<file path="src/rtl/regfile_wb_port.sv">
// Integer register file with write-back port, two registered read ports and a pending-write scoreboard.
// Optional macro REGFILE_WB_BYPASS_EN forwards same-cycle write-back data to the read ports.
module regfile_wb_port #(
   parameter int XLEN  = 32,
   parameter int NREGS = 32,
   parameter int AW    = 5
) (
   input  logic            clk,
   input  logic            rst,
   input  logic            wbValid,
   input  logic [AW-1:0]   wbRd,
   input  logic [XLEN-1:0] wbData,
   input  logic            allocValid,
   input  logic [AW-1:0]   allocRd,
   input  logic            rdReq,
   input  logic [AW-1:0]   rs1,
   input  logic [AW-1:0]   rs2,
   output logic [XLEN-1:0] rs1Data,
   output logic [XLEN-1:0] rs2Data,
   output logic            rdDone,
   output logic            stall,
   output logic [AW:0]     pendCount
);

   logic [XLEN-1:0]  regs [NREGS];
   logic [NREGS-1:0] pending;
   logic [NREGS-1:0] pendingNext;
   logic [AW:0]      popNext;
   logic             wbEn;
   logic             allocEn;
   logic             hit1;
   logic             hit2;
   logic             haz1;
   logic             haz2;
   logic             accept;
   logic [XLEN-1:0]  val1;
   logic [XLEN-1:0]  val2;

   assign wbEn    = wbValid && (wbRd != '0);
   assign allocEn = allocValid && (allocRd != '0);

`ifdef REGFILE_WB_BYPASS_EN
   assign hit1 = wbEn && (wbRd == rs1);
   assign hit2 = wbEn && (wbRd == rs2);
`else
   assign hit1 = 1'b0;
   assign hit2 = 1'b0;
`endif

   // Hazard looks at pending before this cycle's allocation, so an
   // instruction never stalls on its own destination.
   assign haz1   = (rs1 != '0) && pending[rs1] && !hit1;
   assign haz2   = (rs2 != '0) && pending[rs2] && !hit2;
   assign stall  = rdReq && (haz1 || haz2);
   assign accept = rdReq && !stall;

   assign val1 = (rs1 == '0) ? '0 : (hit1 ? wbData : regs[rs1]);
   assign val2 = (rs2 == '0) ? '0 : (hit2 ? wbData : regs[rs2]);

   // Allocation is applied after the clear so the newer producer wins.
   always_comb begin
      pendingNext = pending;
      if (wbEn)
         pendingNext[wbRd] = 1'b0;
      if (allocEn)
         pendingNext[allocRd] = 1'b1;
      popNext = '0;
      for (int i = 0; i < NREGS; i++)
         popNext = popNext + {{AW{1'b0}}, pendingNext[i]};
   end

   always_ff @(posedge clk) begin
      if (rst) begin
         pending   <= '0;
         pendCount <= '0;
      end else begin
         pending   <= pendingNext;
         pendCount <= popNext;
      end
   end

   always_ff @(posedge clk) begin
      if (rst) begin
         for (int i = 0; i < NREGS; i++)
            regs[i] <= '0;
      end else if (wbEn) begin
         regs[wbRd] <= wbData;
      end
   end

   always_ff @(posedge clk) begin
      if (rst) begin
         rs1Data <= '0;
         rs2Data <= '0;
         rdDone  <= 1'b0;
      end else begin
         rdDone <= accept;
         if (accept) begin
            rs1Data <= val1;
            rs2Data <= val2;
         end
      end
   end

endmodule

</file>
<file path="config.mk">
export PLATFORM = sky130hd
export DESIGN_NAME = regfile_wb_port
export DESIGN_NICKNAME = d
export VERILOG_FILES = /design/src/rtl/regfile_wb_port.sv
export SDC_FILE = /design/constraint.sdc
export NUM_CORES = 2
export LEC_CHECK = 0
export CAP_MARGIN = 20
export CORE_ASPECT_RATIO = 1.1
export CORE_MARGIN = 10
export CORE_UTILIZATION = 58
export DETAILED_ROUTE_END_ITERATION = 7
export PLACE_DENSITY = 0.8
export SETUP_SLACK_MARGIN = 0.15
export SLEW_MARGIN = 20
export SYNTH_ARGS = -nofsm -noshare
export SYNTH_HDL_FRONTEND = slang
export SYNTH_SLANG_ARGS = --single-unit
</file>
<file path="constraint.sdc">
create_clock -name clk -period 13.9 [get_ports clk]
set_input_delay 1.39 -clock clk [delete_from_list [all_inputs] [get_ports clk]]
set_output_delay 1.39 -clock clk [all_outputs]
set_load 0.02 [all_outputs]
</file>
==> results.md <==
- The number of unique standard cell types used by synthesis is 49.
- The number of fill cells in the layout is 6983.
- Multiplexer cells account for 26.0% of the synthesized area.
- The net total in the final layout is 4036.
- The HPWL after detailed placement is 101000 um.
- Yosys mapped a number of flops with a built-in enable equal to 1024.
- The fraction of post-synthesis cell area in the top cell type by area is 51.2%.
- The total count of max-transition violations in the final report is 0.
- The type of the worst setup path is in2reg.
- For this block, the via count after detailed routing is 38600.
- After synthesis the cells add up to 60100 um2.
- On the critical path the largest part of the delay comes from adder cells.
- The most used flip-flop cell after synthesis is sky130_fd_sc_hd__edfxtp_1.
- The die area is 117000 um2.
- The overall power after layout is 8.10 mW.
- For this run, the detailed router's first-pass iteration total came to 6.
- Traced cell by cell, the critical path runs through clkdlybuf4s50_1 > nor3b_1 > nand2_1 > a22oi_1 > fa_1 > fa_1 > inv_1 > fa_1 > inv_1 > fa_1 > fa_1 > inv_1 > fa_1 > ha_1 > inv_1 > fa_1 > inv_1 > a21o_1 > a21oi_1 > xor2_1 > nor2_1.
- Leaving out filler cells and counting taps, the final layout contains 5430.
- The most area-hungry cell type in the Yosys netlist is sky130_fd_sc_hd__edfxtp_1.
- The average wire per cell in the routed design is 35.3 um.
- The worst setup path is launched from a primary input.
- The combined global-route utilization of all metal layers is 32.5%.
- During I/O placement, the number of pins put on the boundary was 129.
- In this run, the number of DRC markers left after iteration 0 of detailed routing was 5763.
- The placeable core region is 103000 um2.
- The mean instance size in the synthesized netlist is 15.0 um2.
- Setup repair after global routing left no endpoint under its margin.
- After synthesis, flip-flops and latches occupy 54.6% of the total area.
- The final critical-path share of the clock period is 49.0%.
- For the pin with the worst max-slew slack, the measured transition is 1.24 ns.
- The post-layout instance area is 66300 um2.
- Sorting the synthesized cells by area gives the leading types as sky130_fd_sc_hd__edfxtp_1, sky130_fd_sc_hd__mux4_2, sky130_fd_sc_hd__and2_1.
- The CTS tree is yes.
- The worst path needs 6.82 ns of the cycle, external delays included.
- In this run the number of H-tree levels came out at 3.
- The number of global-route vias before repair was 39500.
- The clock passes through at most 3 buffers.
- The total of max-cap violations is 0.
- The number of antenna violations at the first check in global routing is 14.
- The number of instances in the synthesized netlist is 3996.
- The number of flip-flops and latches in the synthesized netlist is 1127.
- The number of sinks handled by clock tree synthesis is 1127.
- The maximum vdd drop is 93.8 uV.
- Using the TritonRoute via totals, the vias-per-cell ratio works out to 7.11.
- The instance area after placement is 62600 um2.
- The clock transition at the register clock pins on the worst setup and hold paths after CTS is 0.06 ns.
- Buffers placed on the I/O ports in this run total 128.
- The final setup violation count is 0.
- At the end of routability-driven placement, the weighted congestion stood at 0.880.
- The dominant cell type by count on the critical path is sky130_fd_sc_hd__fa_1.
- Post-CTS timing repair inserted 0 buffers for setup.
- The number of nets with antenna violations after detailed routing is 0.
- The final hold violation count is 0.
- The area growth from synthesis to layout is 10.3%.
- The clock tree root buffer cell is sky130_fd_sc_hd__clkbuf_16.
- The fraction of registers with async set or reset after synthesis is 0%.
- Counting instances in the post-synthesis netlist gives the leading cell types as sky130_fd_sc_hd__edfxtp_1, sky130_fd_sc_hd__and2_1, sky130_fd_sc_hd__mux4_2.
- The top achievable clock speed is 0.147 GHz.
- The synthesized-area fraction occupied by ao, oa, aoi and oai cells is 2.10%.
- After synthesis, the largest family of logic cells by area is multiplexers.
- After global routing the overflow that remains totals 0.
- The hold buffer count at CTS is 0.
- For this configuration, the core starts out at a cell density of 58.6%.
- Entering global routing, the biggest net connects 144 pins.
- The footprint of the multi-input gates is 25900 um2.
- The worst path required time is 14.45 ns.
- The most frequent cell after synthesis is sky130_fd_sc_hd__edfxtp_1.
- The worst path buffer plus inverter count is 6.
- The first-pass GRT wire length is 273000 um.
- The worst hold path belongs to the class reg2reg.
- Of the cells placed in the final design, the portion with a size suffix greater than 1 is 22.6%.
- The die boundary width is 327 um.
- After clock tree synthesis, the repair step resized 0 gates.
- After Yosys synthesis, XOR and XNOR cells account for 0.0437% of the synthesized area.
- The maximum cell stage delay along the critical path is 0.78 ns.
- The worst slew margin relative to its limit is 17.1%.
- The area share of fa/ha/maj cells after synthesis is 0.945%.
- The run finished with clean final reports.
- The number of rows created at floorplan is 123.
- The number of clock buffers added by TritonCTS is 110.
- The setup clock skew after layout is 0.0410 ns.
- The nature of the critical path endpoint is a flop.
- The share of synthesized cell area in and, or, nand and nor gates is 13.1%.
- The power density over the cells is 122 nW/um2.
- For this design, the slowest cell found on the critical path is sky130_fd_sc_hd__clkdlybuf4s50_1.
- The insertion delay of the later-clocked pin in the worst-skew pair is 0.71 ns.
- The vertical die dimension is 358 um.
- The worst hold-check slack is 0.457 ns.
- The number of warning messages in the yosys log is 0.
- Registers take 32800 um2.
- The post-placement cell count is 5211.
- In this run the static leakage power is 23.2 nW.
- For the worst setup path, the data arrival time is 7.36 ns.
- Along the worst path, the maximum fanout reaches 13.
- Wires add up to 192000 um.
- The setup TNS after final layout is 0 ns.
- In the routed design, unresolved DRC markers number 0.
[cells in the final DEF (no fill, tap or decap), drive strengths merged, types with 4 or more instances in the layout]
| master | count |
|---|---|
| a22oi | 29 |
| and3 | 4 |
| dfxtp | 103 |
| inv | 34 |
| nor2 | 82 |
| fa | 24 |
| a211oi | 4 |
| edfxtp | 1024 |
| a221oi | 5 |
| nand2b | 6 |
| conb | 32 |
| buf | 101 |
| bufinv | 8 |
| o22ai | 57 |
| and2 | 1011 |
| nand4 | 5 |
| a22o | 12 |
| nor2b | 13 |
| nor3 | 6 |
| mux4 | 574 |
| nand3 | 10 |
| diode | 12 |
| nand3b | 6 |
| nand2 | 132 |
| mux2i | 267 |
| clkbuf | 163 |
| clkinv | 34 |
| a21oi | 7 |
| clkdlybuf4s50 | 117 |
| ha | 7 |
| o21ai | 74 |
| or3 | 60 |
[worst reg2reg max path, delay by kind of cell, from the launching register on]
kind | cells | cell delay [ns]
buffers and inverters | 5 | 0.31
adders and majority gates | 8 | 3.66
xor gates and xnor gates | 1 | 0.14
AOI/OAI and AO/OA | 3 | 0.47
and+or+nand+nor | 1 | 0.05
DFF | 1 | 0.34
[layer usage]
layer / GRT usage (%) / wire length (um)
met5: 0 / 107
met4: 21.4 / 14200
met3: 8.88 / 25700
met2: 52.4 / 91100
met1: 38.5 / 60700
[cells by family after synthesis]
kind of cell | after synthesis
simple gates | 1347
flops | 1127
mux | 843
buf+inv | 443
compound gates | 201
fa+ha+maj | 31
xor+xnor | 3
other cells | 1
[metrics by stage]
| step | setup WS, ns | util (%) |
|---|---|---|
| finish | 7.08 | 64.6 |
| CTS | 7.13 | 64.5 |
| floorplan | 7.38 | - |
| global route | 6.70 | 64.6 |
| global placement | 6.47 | 61.0 |
| detailed placement | 6.46 | 61.0 |
[layout make-up]
class	count	share of cell area, %
sequential	1127	49.5
antenna	12	0.0453
inverter	34	0.200
tap	1375	2.60
multi-input combinational	2457	39.1
clock buffer	163	4.90
timing repair buffer	218	3.02
clock inverter	44	0.649
[where the power goes]
| part | switching [mW] | total, mW | internal [mW] |
|---|---|---|---|
| combinational | 0.583 | 1.04 | 0.455 |
| clock | 1.31 | 3.07 | 1.76 |
| sequential | 0.103 | 4.00 | 3.89 |
| total | 2.00 | 8.10 | 6.11 |
[flip-flops by register name, indices dropped and copies added (netlist names)]
signal	flops
regs	1024
pending	32
rs1Data	32
rs2Data	32
pendCount	6
rdDone	1
[final timing paths]
check,from,slack [ns],endpoint,cells after the start
hold / removal,rs1Data[18],0.46,rs1Data[18],2
hold reg to reg,rs1Data[18],0.46,rs1Data[18],2
setup reg to reg,pending[25],8.80,pendCount[4],18
setup / recovery,wbRd[4],7.08,pendCount[4],21
(Power assumes the default switching activity.)
